[config.mk]
export PLATFORM = sky130hd
export DESIGN_NAME = demux_1to8_seq
export DESIGN_NICKNAME = d
export VERILOG_FILES = /design/src/rtl/demux_pkg.sv /design/src/rtl/demux_scan_ptr.sv /design/src/rtl/demux_1to8_seq.sv
export SDC_FILE = /design/constraint.sdc
export NUM_CORES = 1
export LEC_CHECK = 0
export BUFFER_PORTS_ARGS = -buffer_cell sky130_fd_sc_hd__buf_2
export CAP_MARGIN = 20
export CORE_AREA = 4 4 41 43
export CTS_BUF_LIST = sky130_fd_sc_hd__clkbuf_8
export CTS_CLUSTER_DIAMETER = 150
export DETAILED_ROUTE_END_ITERATION = 8
export DIE_AREA = 0 0 45 47
export PLACE_DENSITY = 0.6
export SLEW_MARGIN = 5
export SYNTH_ARGS = -nofsm -noshare
export SYNTH_HDL_FRONTEND = slang
export SYNTH_SLANG_ARGS = --single-unit
[constraint.sdc]
create_clock -name clk -period 0.8 [get_ports clk]
set_input_delay 0.12 -clock clk [delete_from_list [all_inputs] [get_ports clk]]
set_output_delay 0.12 -clock clk [all_outputs]
set_load 0.005 [all_outputs]
[src/rtl/demux_pkg.sv]
// Shared types and sizes for the 1-to-8 registered demultiplexer.
package demux_pkg;

    localparam int unsigned N_CH  = 8;
    localparam int unsigned SEL_W = 3;

    typedef logic [SEL_W-1:0] sel_t;
    typedef logic [N_CH-1:0]  ch_vec_t;

    // Highest channel index; a scan transfer here completes a frame.
    localparam sel_t LAST_CH = sel_t'(N_CH - 1);

endpackage

[src/rtl/demux_scan_ptr.sv]
// Scan-mode engine for demux_1to8_seq: round-robin channel pointer, bit
// accumulator, assembled frame with valid/ack handshake, and the input
// back-pressure that stalls only the frame-completing bit.
module demux_scan_ptr
    import demux_pkg::*;
(
    input  logic    clk,
    input  logic    rst_n,
    input  logic    scan,
    input  logic    din,
    input  logic    din_valid,
    input  logic    frame_ack,
    output sel_t    ptr,
    output logic    din_ready,
    output ch_vec_t frame,
    output logic    frame_valid
);

    // Bit 7 never needs storing: it goes straight into the frame.
    logic [N_CH-2:0] acc_q, acc_d;
    sel_t            ptr_q, ptr_d;
    ch_vec_t         frame_q, frame_d;
    logic            frame_valid_q, frame_valid_d;
    logic            at_last;
    logic            xfer;

    assign at_last = (ptr_q == LAST_CH);
    assign xfer    = din_valid && din_ready;

    // State register: pointer, accumulator and frame holding.
    always_ff @(posedge clk or negedge rst_n) begin
        if (!rst_n) begin
            ptr_q         <= '0;
            acc_q         <= '0;
            frame_q       <= '0;
            frame_valid_q <= 1'b0;
        end else begin
            ptr_q         <= ptr_d;
            acc_q         <= acc_d;
            frame_q       <= frame_d;
            frame_valid_q <= frame_valid_d;
        end
    end

    // Next state: advance on transfers in scan mode, park at zero otherwise.
    always_comb begin
        ptr_d         = ptr_q;
        acc_d         = acc_q;
        frame_d       = frame_q;
        frame_valid_d = frame_valid_q;
        if (frame_valid_q && frame_ack) begin
            frame_valid_d = 1'b0;
        end
        if (!scan) begin
            ptr_d = '0;
            acc_d = '0;
        end else if (xfer) begin
            if (at_last) begin
                // A new frame wins over a same-cycle ack.
                frame_d       = {din, acc_q};
                frame_valid_d = 1'b1;
                ptr_d         = '0;
            end else begin
                ptr_d = ptr_q + 1'b1;
                for (int unsigned i = 0; i < N_CH - 1; i++) begin
                    if (ptr_q == sel_t'(i)) begin
                        acc_d[i] = din;
                    end
                end
            end
        end
    end

    // Outputs: stall only the completing bit while the old frame is unconsumed.
    always_comb begin
        din_ready   = !(scan && at_last && frame_valid_q && !frame_ack);
        ptr         = ptr_q;
        frame       = frame_q;
        frame_valid = frame_valid_q;
    end

endmodule

[src/rtl/demux_1to8_seq.sv]
// Registered 1-to-8 demultiplexer. Direct mode steers din to y[s].
// Optional scan mode (macro DEMUX_SCAN_EN) walks the channels round-robin
// and assembles 8-bit frames behind a valid/ack handshake.
module demux_1to8_seq
    import demux_pkg::*;
#(
    parameter logic IDLE_VAL = 1'b0
) (
    input  logic    clk,
    input  logic    rst_n,
    input  logic    din,
    input  logic    din_valid,
    output logic    din_ready,
    input  sel_t    s,
`ifdef DEMUX_SCAN_EN
    input  logic    scan,
    output ch_vec_t frame,
    output logic    frame_valid,
    input  logic    frame_ack,
`endif
    output ch_vec_t y,
    output logic    y_valid
);

    sel_t    ch;
    logic    xfer;
    ch_vec_t y_q, y_d;
    logic    y_valid_q;

`ifdef DEMUX_SCAN_EN
    sel_t ptr;

    demux_scan_ptr u_scan_ptr (
        .clk         (clk),
        .rst_n       (rst_n),
        .scan        (scan),
        .din         (din),
        .din_valid   (din_valid),
        .frame_ack   (frame_ack),
        .ptr         (ptr),
        .din_ready   (din_ready),
        .frame       (frame),
        .frame_valid (frame_valid)
    );

    assign ch = scan ? ptr : s;
`else
    assign din_ready = 1'b1;
    assign ch        = s;
`endif

    assign xfer = din_valid && din_ready;

    // Channel outputs: selected bit takes din, all others idle.
    always_comb begin
        y_d = y_q;
        if (xfer) begin
            y_d     = {N_CH{IDLE_VAL}};
            y_d[ch] = din;
        end
    end

    // Output registers; y_valid marks the cycle after each transfer.
    always_ff @(posedge clk or negedge rst_n) begin
        if (!rst_n) begin
            y_q       <= {N_CH{IDLE_VAL}};
            y_valid_q <= 1'b0;
        end else begin
            y_q       <= y_d;
            y_valid_q <= xfer;
        end
    end

    assign y       = y_q;
    assign y_valid = y_valid_q;

endmodule

==> summary.txt <==
Status
  • Outcome: complete, but fails checks
  • Failing checks: setup timing

Timing
  • Final period utilization: 119%
  • Final-report setup violation count: 15
  • Unrepaired setup endpoints after global routing: yes
  • Tmin final: approximately 950 ps
  • Fmax: around 1100 MHz
  • Hold Vio Cnt, Final: 0
  • Max Slew Vio Count: 0
  • Final worst slack: -150 ps
  • Final Skew: 0 ps

Yosys
  • Syn nets: 40
  • Distinct cell type count after synthesis: 15
  • Mapped cell area: between 400 and 500 um2
  • Syn_area_per_cell: roughly 13 um2
  • Register bit total from synthesis: 9
  • Synthesis Warnings: 0
  • Register area share after synthesis: a little over half
  • Synthesized instance count: 33

Placement
  • IO buf count: 15
  • Inst Count DP: 67
  • Placer Congestion: roughly 0.77
  • DP HPWL: approximately 640 um
  • Dpl cell area: approximately 540 um2

Layout
  • Layout cells sized above 1: 49.1%
  • Final core utilization: between 40% and 50%
  • Area Growth Syn to Fin: 45.2%
  • # nets final: 65
  • Non-filler cells, final: a little over 70
  • ANT cells: 0
  • Design area: roughly 600 um2

Route
  • Vias per cell: around 4.8
  • DRC viols: 0
  • 1st-pass router iterations: 2
  • Initial DRC count: 1
  • WL per Instance: between 10 and 15 um
  • Remaining antenna violation count: 0
  • Via count: ~340
  • Post-Route WL: 846 um

GRT
  • First-pass GRT wire length: roughly 1400 um
  • Largest net degree at the start of global routing: 16
  • Number of antenna violations at the first check in global routing: 0
  • Vias in the first global route: between 300 and 400
  • Grt ovf: 0
  • Tot GR Track Use: about a tenth

Setup path
  • CP startpoint kind: flip-flop
  • Crit path max fanout: 2
  • Most common cell on crit path: buf_6
  • Worst Path Required: around 700 ps
  • Worst-path cell chain: buf_6 -> buf_6
  • Critical path's slowest cell: dfrtp_1
  • Bufs and invs on worst path: 2
  • Delay-heaviest family, CP: flip-flops
  • Critical path type: reg -> out
  • CP arrival: about 830 ps
  • Slowest cell delay on critical path: 380 ps
  • CP endpoint kind: output pin

Floorplan
  • Die height: 47 um
  • Std-Cell Rows: 13
  • I/O pin count: 17
  • Die X: 45 um
  • Die area: approximately 2100 um2
  • Initial Util: between 30% and 40%
  • Core region area: between 1000 and 1500 um2

Power and ir drop
  • Pwr Density: between 1500 and 2000 nW/um2
  • Peak supply drop: approximately 1.1 mV
  • Seq pwr share: about 43%
  • Combinational fraction of design power: 11.9%
  • NetSw: roughly 0.24 mW
  • Internal: ~0.88 mW
  • Clock power share: between 40% and 50%
  • Total Power: approximately 1.1 mW
  • Switching fraction of total power: between 20% and 30%
  • LEAKAGE: 0.362 nW

Clocking
  • Setup bufs post-CTS: 0
  • CTS Buf Count: 3
  • Clk sink count: 9
  • H-tree depth: 1
  • CTS tree: built
  • CTS max path bufs: 2
  • Clock latency on the worst-skew pair: between 200 and 250 ps
  • Reg clk slew, reported paths: roughly 40 ps
  • Root buf cell: clkbuf_8

Min path
  • Hold Path Class: in -> reg

Flow run
  • Number of max-cap violations: 0
## synthesized netlist by cell type (all sizes together)
master	count	area [um2]
nor2b	5	38.8
nand4	1	6.26
dfrtp	9	225
conb	1	3.75
a31o	3	26.3
inv	1	3.75
a41o	4	41.3
nor2	1	3.75
buf	2	18.8
and2b	5	37.5
mux2i	1	10.0
## cell type report
class	instances	area, um2
timing repair buffer	22	140
clock inverter	1	3.75
clock buffer	3	41.3
fill	132	698
tap	15	18.8
sequential	9	225
multi-input combinational	21	170
inverter	1	3.75
## cell usage in the layout (no fill, tap or decap), drive strengths merged
cell         netlist  layout
and2b              5       5
clkbuf             0       3
nor2               1       1
inv                1       2
a41o               4       4
mux2i              1       1
dlygate4sd3        0       1
dfrtp              9       9
conb               1       1
a31o               3       3
buf                2      21
nand4              1       1
nor2b              5       5
## flip-flops by register name, summed over array words and instances (netlist names)
name,flops
y_valid,1
y,8
## power by group through the flow
stage / Sequential (mW) / Combinational, mW / Clock, mW
after CTS: 0.481 / 0.134 / 0.523
after floorplan: 0.489 / 0.0506 / 0
after detailed placement: 0.487 / 0.126 / 0
final: 0.481 / 0.132 / 0.504
after global placement: 0.487 / 0.126 / 0
after global routing: 0.483 / 0.146 / 0.551
## final timing paths
check,from,to,slack (ps),cells past startpoint
worst max-delay path,y[6]$_DFFE_PN0P_,y[6],-150,2
worst min-delay path,din_valid,y_valid$_DFF_PN0_,140,1
worst max register to register,y[6]$_DFFE_PN0P_,y[6]$_DFFE_PN0P_,-60,2
worst min register to register,y[7]$_DFFE_PN0P_,y[7]$_DFFE_PN0P_,510,2
max in group asynchronous,rst_n,y[5]$_DFFE_PN0P_,360,2
min in group asynchronous,rst_n,y[7]$_DFFE_PN0P_,270,2
## kinds of logic after synthesis
kind of cell / count (synthesis) / synth area share, %
AO/OA/AOI/OAI: 7 / 16.3
buffers and inverters: 3 / 5.42
flip-flops: 9 / 54.2
multiplexers: 1 / 2.41
other: 1 / 0.903
AND/OR/NAND/NOR: 12 / 20.8
## layer usage
| metal | routed length (um) | vias up | global-route usage (%) |
|---|---|---|---|
| met5 | 0 | - | 0 |
| met4 | 22 | 0 | 7.02 |
| met3 | 102 | 4 | 6.13 |
| met2 | 366 | 16 | 14.4 |
| met1 | 354 | 158 | 10.5 |
| li1 | - | 165 | - |
## metrics by stage
step,setup slack (ps),hold WS (ps),setup TNS (ps)
after floorplan,-16.8,-176,-49.4
after global placement,-72.7,-15.2,-202
after detailed placement,-82.8,-16.2,-244
after CTS,-153,136,-667
after global routing,-181,149,-1070
final,-150,142,-575
## what timing repair did
| item | in CTS | in global routing |
|---|---|---|
| setup endpoints to repair | 15 | 15 |
| hold buffers | 1 | 0 |
| gates resized for setup | 2 | 1 |
| endpoints found under the hold margin | 9 | 0 |
Power figures use the tool's default switching activity.
